===== src/rtl/counter_sequencer.sv =====
// Sequencer for a load/count counter: loads a start value, counts to an end
// value, pulses done, and optionally reloads for periodic runs.
module counter_sequencer #(
    parameter int W  = 4,
    parameter int RW = 8
) (
    input  logic          clk,
    input  logic          t,
    input  logic          start,
    input  logic          abort,
    input  logic          hold,
    input  logic          mode,
    input  logic [W-1:0]  ld_val,
    input  logic [W-1:0]  end_val,
    input  logic [W-1:0]  cnt_r,
    output logic          cnt_t,
    output logic          cnt_l,
    output logic          cnt_c,
    output logic [W-1:0]  cnt_i,
    output logic          busy,
    output logic          done,
    output logic [RW-1:0] runs
);

    typedef enum logic [1:0] {
        S_IDLE,
        S_LOAD,
        S_COUNT,
        S_DONE
    } state_t;

    state_t         state;
    logic [W-1:0]   ld_sh;
    logic [W-1:0]   end_sh;
    logic           mode_sh;
    logic           aborting;

    // Abort only means something once a run is in flight.
    assign aborting = abort && (state != S_IDLE);

    // NOTE: sequential state uses non-blocking assignments so every register
    // samples the pre-edge values, independent of statement order.
    always_ff @(posedge clk) begin
        if (t) begin
            state   <= S_IDLE;
            ld_sh   <= '0;
            end_sh  <= '0;
            mode_sh <= 1'b0;
            runs    <= '0;
        end else if (aborting) begin
            state <= S_IDLE;
        end else begin
            case (state)
                S_IDLE: begin
                    if (start) begin
                        ld_sh   <= ld_val;
                        end_sh  <= end_val;
                        mode_sh <= mode;
                        state   <= S_LOAD;
                    end
                end
                S_LOAD:  state <= S_COUNT;
                S_COUNT: begin
                    // A held cycle stays in COUNT, so each one delays done by one.
                    if (!hold && (cnt_r == end_sh)) state <= S_DONE;
                end
                S_DONE: begin
                    if (runs != '1) runs <= runs + RW'(1);
                    state <= mode_sh ? S_LOAD : S_IDLE;
                end
                default: state <= S_IDLE;
            endcase
        end
    end

    assign cnt_t = t || aborting;
    assign cnt_l = !t && !aborting && (state == S_LOAD);
    assign cnt_c = !t && !aborting && (state == S_COUNT) && !hold && (cnt_r != end_sh);
    assign done  = !t && !aborting && (state == S_DONE);
    assign busy  = !t && (state != S_IDLE);
    assign cnt_i = t ? '0 : ld_sh;

endmodule


===== config.mk =====
export PLATFORM = sky130hd
export DESIGN_NAME = counter_sequencer
export DESIGN_NICKNAME = d
export VERILOG_FILES = /design/src/rtl/counter_sequencer.sv
export SDC_FILE = /design/constraint.sdc
export NUM_CORES = 1
export LEC_CHECK = 0
export ABC_CLOCK_PERIOD_IN_PS = 2050
export CAP_MARGIN = 30
export CORE_ASPECT_RATIO = 0.6
export CORE_UTILIZATION = 44
export CTS_CLUSTER_DIAMETER = 100
export CTS_CLUSTER_SIZE = 24
export DETAILED_ROUTE_END_ITERATION = 10
export PLACE_DENSITY = 0.8
export SYNTH_ARGS = -nofsm -noshare
export SYNTH_HDL_FRONTEND = slang
export SYNTH_SLANG_ARGS = --single-unit

===== constraint.sdc =====
create_clock -name clk -period 2.05 [get_ports clk]
set_clock_uncertainty 0.05 [all_clocks]
set_input_delay 0.3075 -clock clk [delete_from_list [all_inputs] [get_ports clk]]
set_output_delay 0.3075 -clock clk [all_outputs]
set_load 0.005 [all_outputs]

# Word-level counts from Yosys, hierarchy flattened
# Index checks and enable logic that the tools add are counted.
[word_totals] rom_bits=0 word_cells=39 out_inout_bits=17 reg_bits=19 mem_bits_rw=0 latchBits=0 memories=0
[classes] multipliers=0 n_addsub=1 bitwise=1 n_div=0 eq_ne=8 n_reduce_logical=19 n_shift=0 n_lt_le_gt_ge=0 mux=5
[op_table] cell="logical AND 1 bit" count=9
[op_table] cell="adder 8 x 1 -> 8 bit (second input constant)" count=1
[op_table] cell="!= test 8 bit (second input constant)" count=1
[op_table] cell="one-hot mux 2 bit (4 select lines)" count=1
[op_table] cell="AND reduction 3 bit" count=2
[op_table] cell="== test 2 bit (second input constant)" count=2
[op_table] cell="== test 4 bit" count=1
[op_table] cell="two-way mux 2 bit" count=2
[op_table] cell="two-way mux 4 bit" count=1
[op_table] cell="!= test 2 bit (second input constant)" count=2
[op_table] cell="!= test 4 bit" count=1
[op_table] cell="logical NOT 1 bit" count=3
[op_table] cell="== test 2 x 1 -> 1 bit (second input constant)" count=1
[op_table] cell="logical NOT 2 bit" count=1
[op_table] cell="AND reduction 2 bit" count=1
[op_table] cell="nonzero test 2 bit" count=1
[op_table] cell="OR reduction 2 bit" count=1
[op_table] cell="logical OR 1 bit" count=1
[op_table] cell="two-way mux 1 bit" count=1
[op_table] cell="inverter 1 bit" count=1

# Depth between registers and ports, before layout
# Gate-level depths: netlist of the first run.
[logic_depth] depth_word=7 mapped_depth=6

# Least setup slack after synthesis of the first run
# No wires, ideal clock.
[synth_path] kind="reg-to-output" start="reg state[0]" end="out cnt_c" path_stages_with_launch=7 arrival_ns=1.338 slack_ns=0.354 cell_sequence="dfxtp_1 > inv_1 > ha_1 > or2b_2 > and2_1 > inv_1 > nor4_1"
[synth_via] elab_chain_cells=7 word_cells_on_any_way=8
[synth_rtl] element="from (decl)" line="32" rtl="state_t state;"
[synth_rtl] element="from (signal assigned)" line="69" rtl="state <= mode_sh ? S_LOAD : S_IDLE;"
[synth_rtl] element="nonzero test 2 bit" line="39" rtl="assign aborting = abort && (state != S_IDLE);"
[synth_rtl] element="logical AND 1 bit" line="39"
[synth_rtl] element="logical NOT 1 bit" line="78" rtl="assign cnt_c = !t && !aborting && (state == S_COUNT) && !hold && (cnt_r != end_sh);"
[synth_rtl] element="logical AND 1 bit" line="78"
[synth_rtl] element="logical AND 1 bit (*) (3 in a row)" line="78"
[synth_rtl] element="to (decl)" line="18" rtl="output logic cnt_c,"
# Mark *: on every way between the ends. The rest lies on a longest branch, timed or not.

# Worst setup path in the final report of the first run
[layout_path] start="reg state[0]" end="out done"
[layout_via] elab_chain_cells=5 word_cells_on_any_way=6
[layout_rtl] element="nonzero test 2 bit" line="39"
[layout_rtl] element="logical AND 1 bit" line="39"
[layout_rtl] element="logical NOT 1 bit" line="79" rtl="assign done = !t && !aborting && (state == S_DONE);"
[layout_rtl] element="logical AND 1 bit" line="79"
[layout_rtl] element="logical AND 1 bit (*)" line="79"
[layout_rtl] element="to (decl)" line="21" rtl="output logic done,"
# Marks and branches as above.

==> results of run 1 <==
[layer usage]
metal	up-vias	wire (um)	GRT usage, %
li1	513	-	-
met1	470	1290	31.3
met2	27	1230	40.4
met3	4	135	5.88
met4	0	29	9.66
met5	-	0	0
[registers in the layout (all words and copies together), names as in the netlist]
register / count
end_sh: 4
ld_sh: 4
mode_sh: 1
runs: 8
state: 2
[worst max-delay path, stage by stage, from the launching register on]
cell,delay [ns]
dfxtp_2,0.33
inv_1,0.06
ha_2,0.19
or2b_4,0.25
buf_4,0.13
and3_1,0.16
dlygate4sd2_1,0.25
[cells in the final DEF (no fill, tap or decap), drive strengths merged, types with 2 or more instances in the layout]
cell,n
mux2i,2
nor2,3
xor2,5
nand2,14
dlygate4sd2,4
clkdlybuf4s50,30
and3,4
ha,5
o311ai,2
nand3,12
buf,12
inv,8
or4,2
clkbuf,3
nor2b,5
dfxtp,19
o31ai,2
o21ai,4
or3,3
a21oi,15
nor4,2
[what timing repair did]
item	CTS	global route
gates cloned	0	0
resized for setup	8	4
setup endpoints to repair	4	4
[worst max path at each step]
stage / startpoint / to / slack, ns / cells after the start
after floorplan: state[0] / cnt_c / 0.35 / 6
after global placement: abort / cnt_c / -0.11 / 6
after detailed placement: abort / cnt_c / -0.16 / 6
after CTS: state[0] / done / 0.005 / 6
after global routing: state[0] / cnt_c / -0.03 / 7
final: state[0] / done / 0.06 / 6
[cell usage after synthesis (2+ instances only)]
cell type | count | area share, %
dfxtp_1 | 19 | 38
a21oi_1 | 15 | 7.5
nand2_1 | 14 | 5.3
nand3_1 | 12 | 6.0
inv_1 | 8 | 3.0
ha_1 | 5 | 6.3
nor2b_1 | 5 | 3.1
xor2_1 | 5 | 4.4
and3_1 | 4 | 2.5
clkbuf_1 | 4 | 1.5
nor2_1 | 3 | 1.1
o21ai_1 | 3 | 1.5
or3_1 | 3 | 1.9
mux2i_1 | 2 | 2.0
o31ai_1 | 2 | 1.5
or4_1 | 2 | 1.5
[power by group]
| group | internal [W] | switching [W] | total [W] |
|---|---|---|---|
| Combinational | 0.000257 | 0.000250 | 0.000507 |
| Sequential | 0.000420 | 0.0000271 | 0.000447 |
| Clock | 0.000135 | 0.000126 | 0.000261 |
| Total | 0.000812 | 0.000403 | 0.00122 |
[kinds of logic after synthesis]
group	share of synthesized area [%]
AND/OR/NAND/NOR	26.7
AO/OA/AOI/OAI	17.9
flip-flops	38.2
buffers and inverters	4.53
XOR/XNOR	4.40
adder cells (fa/ha/maj)	6.29
multiplexers	2.01
[through the flow]
step	power, W	setup TNS, ns	instance area, um^2
detailed placement	0.000943	-0.481	1450
global route	0.00130	-0.0278	1510
floorplan	0.000709	0	995
CTS	0.00121	0	1490
global placement	0.000920	-0.374	1450
finish	0.00122	0	1510
[area by class of cell]
| class | instances | area (um^2) | area share (%) |
|---|---|---|---|
| clock buffer | 3 | 41.3 | 2.74 |
| clock inverter | 1 | 5.00 | 0.332 |
| inverter | 8 | 30.0 | 1.99 |
| multi-input combinational | 88 | 583 | 38.7 |
| sequential | 19 | 383 | 25.4 |
| tap | 28 | 35.0 | 2.33 |
| timing repair buffer | 46 | 429 | 28.5 |
==> results_dict.tcl, run 1 <==
set metrics [dict create \
    cts_buffers 3 \
    place_hpwl_mm 1.98 \
    syn_area_per_cell_um2 8.36 \
    layout.nets 189 \
    crit_type "reg2out" \
    pre_cts_ws_ns -0.156 \
    r2r-end "runs[5]" \
    min_path_type "reg2reg" \
    synth_fp_nets 142 \
    num_rows 12 \
    slew_violations 0 \
    hp-start "ld_sh[0]" \
    port_buffers 34 \
    via_per_inst 5.25 \
    synth_cell_types 29 \
    max_freq_mhz 503 \
    antenna_found_initial 0 \
    die_h_um 38.8 \
    grt_overflow_total 0 \
    p_leak_nw 0.609 \
    wl_per_cell_um 13.9 \
    num-fill-cells 149 \
    ctsRootBufferMaster "clkbuf_8" \
    reg2reg_from "state[0]" \
    fin_crit_ns 1.99 \
    n_antenna_cell 0 \
    status "finished clean" \
    cts_htree_levels 1 \
    instances_no_fill 193 \
    synth-edff-count 0 \
    fin_util_pct 76.0 \
    detail-route-antenna-nets 0 \
    fin_ws_ns 0.0626 \
    clockBufferDepth 2 \
    hold_path_depth 2 \
    async_flop_share_pct 0 \
    cts_hold_buf 0 \
    worstMarginPinSlew_ns 0.452 \
    drive_gt1_share_pct 15.8 \
    hold_end "ld_sh[0]" \
    vias 1014 \
    cts_setup_buffers 0 \
    worstPathMaxFanout 3 \
    grt_pass1_vias 946 \
    clk_latency_ns 0.26 \
    hold_viol_final 0 \
    worstPathRequired_ns 1.69 \
    synthCells 119 \
    cts_tree "yes" \
    reg2regPathDepth 8 \
    synthFlopType "dfxtp_1" \
    clk_pin_slew_ns 0.07 \
    critical_path_arrival_ns 1.63 \
    drc 0 \
    detail_route.first_pass.iterations 4 \
    max-slew-margin-rel_pct 69.8 \
    syn2layout_area_growth_pct 51.4 \
    ios 35 \
    seq_area_frac_synth_pct 38.2 \
    initial_utilization_pct 50.2 \
    gp_congestion 0.921 \
    grt_pass1_wl_mm 4.37 \
    rrSetupSlack_ns 0.18 \
    cap_viol_max_count 0 \
    ys_ff_latch 19 \
    drt_iter0_drc 51 \
    peakVddDrop_mv 0.491 \
    period_share_pct 96.9 \
    power_density_mw_per_mm2 807 \
    core_mm2 0.00198 \
    cp-end-kind "output pin" \
    yosysWarnings 0 \
    cts.sinks 19 \
    whs_ns 0.413 \
    die_w_um 63.4 \
    syn-cell-area_um2 995 \
    routed_wl_mm 2.69 \
    grt_max_degree 23 \
    track_usage_pct 24.4 \
    dp.cells 189 \
    setup_violations 0 \
    die_area_mm2 0.00246 \
    critPathLaunchType "flop" \
]
No activity file was read; power rests on OpenSTA's default activity.
==> run 2, diff against run 1 <==
--- a/config.mk
+++ b/config.mk
@@ -7,12 +7,12 @@
 export LEC_CHECK = 0
 export ABC_CLOCK_PERIOD_IN_PS = 2050
 export CAP_MARGIN = 30
-export CORE_ASPECT_RATIO = 0.6
-export CORE_UTILIZATION = 44
+export CORE_UTILIZATION = 60
 export CTS_CLUSTER_DIAMETER = 100
 export CTS_CLUSTER_SIZE = 24
 export DETAILED_ROUTE_END_ITERATION = 10
-export PLACE_DENSITY = 0.8
+export DONT_BUFFER_PORTS = 1
+export PLACE_DENSITY = 0.78
 export SYNTH_ARGS = -nofsm -noshare
 export SYNTH_HDL_FRONTEND = slang
 export SYNTH_SLANG_ARGS = --single-unit
==> results_dict.tcl, run 2 (synthesis gave the netlist of run 1 again) <==
set metrics [dict create \
    status "finished clean" \
    cp_slowest_stage_delay_ns 0.35 \
    num_rows 14 \
    power_density_mw_per_mm2 926 \
    drc 0 \
    worstPathMaxFanout 5 \
    drive_gt1_share_pct 10.7 \
    final_cell_mix "dfxtp_1 (17), a21oi_1 (15), nand2_1 (14)" \
    grt_pass1_vias 800 \
    grt_pass1_wl_mm 3.20 \
    hold_viol_final 0 \
    peakVddDrop_mv 0.512 \
    cap_viol_max_count 0 \
    grt_max_degree 24 \
    rrSetupSlack_ns 0.34 \
    crit_chain "inv_1 > ha_1 > or2b_4 > and2_4 > inv_2 > nor4_2" \
    regMostFlops "runs" \
    power.switching_w 0.000345 \
    critical_path_arrival_ns 1.58 \
    cts_htree_levels 1 \
    clkPwrFrac_pct 19.3 \
    setup_violations 0 \
    port_buffers 0 \
    num-fill-cells 136 \
    die_w_um 42.7 \
    fin_crit_ns 1.94 \
    grt_overflow_total 0 \
    n_antenna_cell 0 \
    largest_reg_flops 8 \
    critPathLaunchType "flop" \
    slowest_stage "dfxtp_2" \
    period_share_pct 94.5 \
    die_h_um 42.7 \
    slew_violations 0 \
    cp-end-kind "output pin" \
    worstMarginPinSlew_ns 0.439 \
    reg_top3 "runs x8, end_sh x4, ld_sh x4" \
    grt_setup_unrepaired "false" \
    min_path_type "in2reg" \
    setup_tns_ns 0 \
    clockBufferDepth 2 \
    die_area_mm2 0.00182 \
    initial_utilization_pct 65.3 \
    combPwrFrac_pct 34.2 \
    ctsRootBufferMaster "clkbuf_4" \
    syn2layout_area_growth_pct 6.29 \
    design_power_total_w 0.000979 \
    drt_iter0_drc 20 \
    cts_setup_buffers 0 \
    cts.sinks 19 \
    antenna_found_initial 0 \
    cts_tree "yes" \
    whs_ns 0.0117 \
    p_int_w 0.000635 \
    sw_frac_of_total_pct 35.2 \
    track_usage_pct 22.7 \
    p_leak_nw 0.410 \
    worstPathRequired_ns 1.69 \
    core_mm2 0.00152 \
    wl_per_cell_um 15.0 \
    max_freq_mhz 516 \
    pwr-share-seq_pct 46.6 \
    gp_congestion 0.751 \
    clk_latency_ns 0.29 \
    final_common_cell "dfxtp_1" \
    cts_buffers 3 \
    detail-route-antenna-nets 0 \
    routed_wl_mm 2.06 \
    detail_route.first_pass.iterations 4 \
    crit_type "reg2out" \
    place_hpwl_mm 1.51 \
    max-slew-margin-rel_pct 70.7 \
    vias 863 \
    via_per_inst 6.30 \
    ios 35 \
    layout.nets 145 \
    clk_pin_slew_ns 0.11 \
]
run 2: final timing paths:
check                           startpoint       end  cells after the start
worst max-delay path              state[0]     cnt_c                      6
worst min-delay path                     t   runs[4]                      1
worst max register to register    state[0]  state[0]                      7
worst min register to register    ld_sh[2]  ld_sh[2]                      2
run 2: critical path, delay by kind of cell, from the launching register on:
kind                       cells  cell delay, ns
adders and majority gates      1            0.19
buffers and inverters          2            0.17
DFF                            1            0.35
and+or+nand+nor                3            0.57
run 2: power by group through the flow:
stage          registers (W)  logic (W)  clock network (W)
3_3_place_gp        0.000457   0.000298                  0
5_1_grt             0.000461   0.000371           0.000203
4_1_cts             0.000456   0.000317           0.000197
3_5_place_dp        0.000461   0.000315                  0
2_1_floorplan       0.000453   0.000256                  0
6_report            0.000456   0.000335           0.000189
run 2: stage by stage:
stage | setup WS, ns | util [%] | instances | cell area, um^2
final | 0.113 | 69.4 | 137 | 1060
after CTS | 0.00609 | 68.0 | 136 | 1040
after global routing | 0.00222 | 69.4 | 137 | 1060
after detailed placement | 0.279 | 66.1 | 132 | 1010
after global placement | 0.342 | 66.1 | 132 | 1010
after floorplan | 0.354 | - | 119 | 995
run 2: cell type report:
class | instances | area, um^2 | area share (%)
Tap cell | 16 | 20.0 | 1.89
Clock buffer | 4 | 26.3 | 2.49
Sequential cell | 19 | 383 | 36.2
Inverter | 8 | 30.0 | 2.84
Multi-Input combinational cell | 88 | 581 | 54.9
Timing Repair Buffer | 2 | 17.5 | 1.66
run 2: repair_timing:
| item | in CTS | in global routing |
|---|---|---|
| resized for setup | 3 | 3 |
| pin swaps | 0 | 0 |
| hold endpoints to repair | 0 | 3 |
| endpoints found under the setup margin | 1 | 2 |
| hold buffers | 0 | 1 |
run 2: metal layers:
| metal | track usage [%] | wire length [um] | part of all wire (%) | up-vias |
|---|---|---|---|---|
| met5 | 0 | 0 | 0 | - |
| met4 | 7.50 | 15 | 0.73 | 0 |
| met3 | 6.81 | 109 | 5.3 | 2 |
| met2 | 41.5 | 1040 | 50 | 23 |
| met1 | 24.5 | 892 | 43 | 412 |
| li1 | - | - | - | 426 |
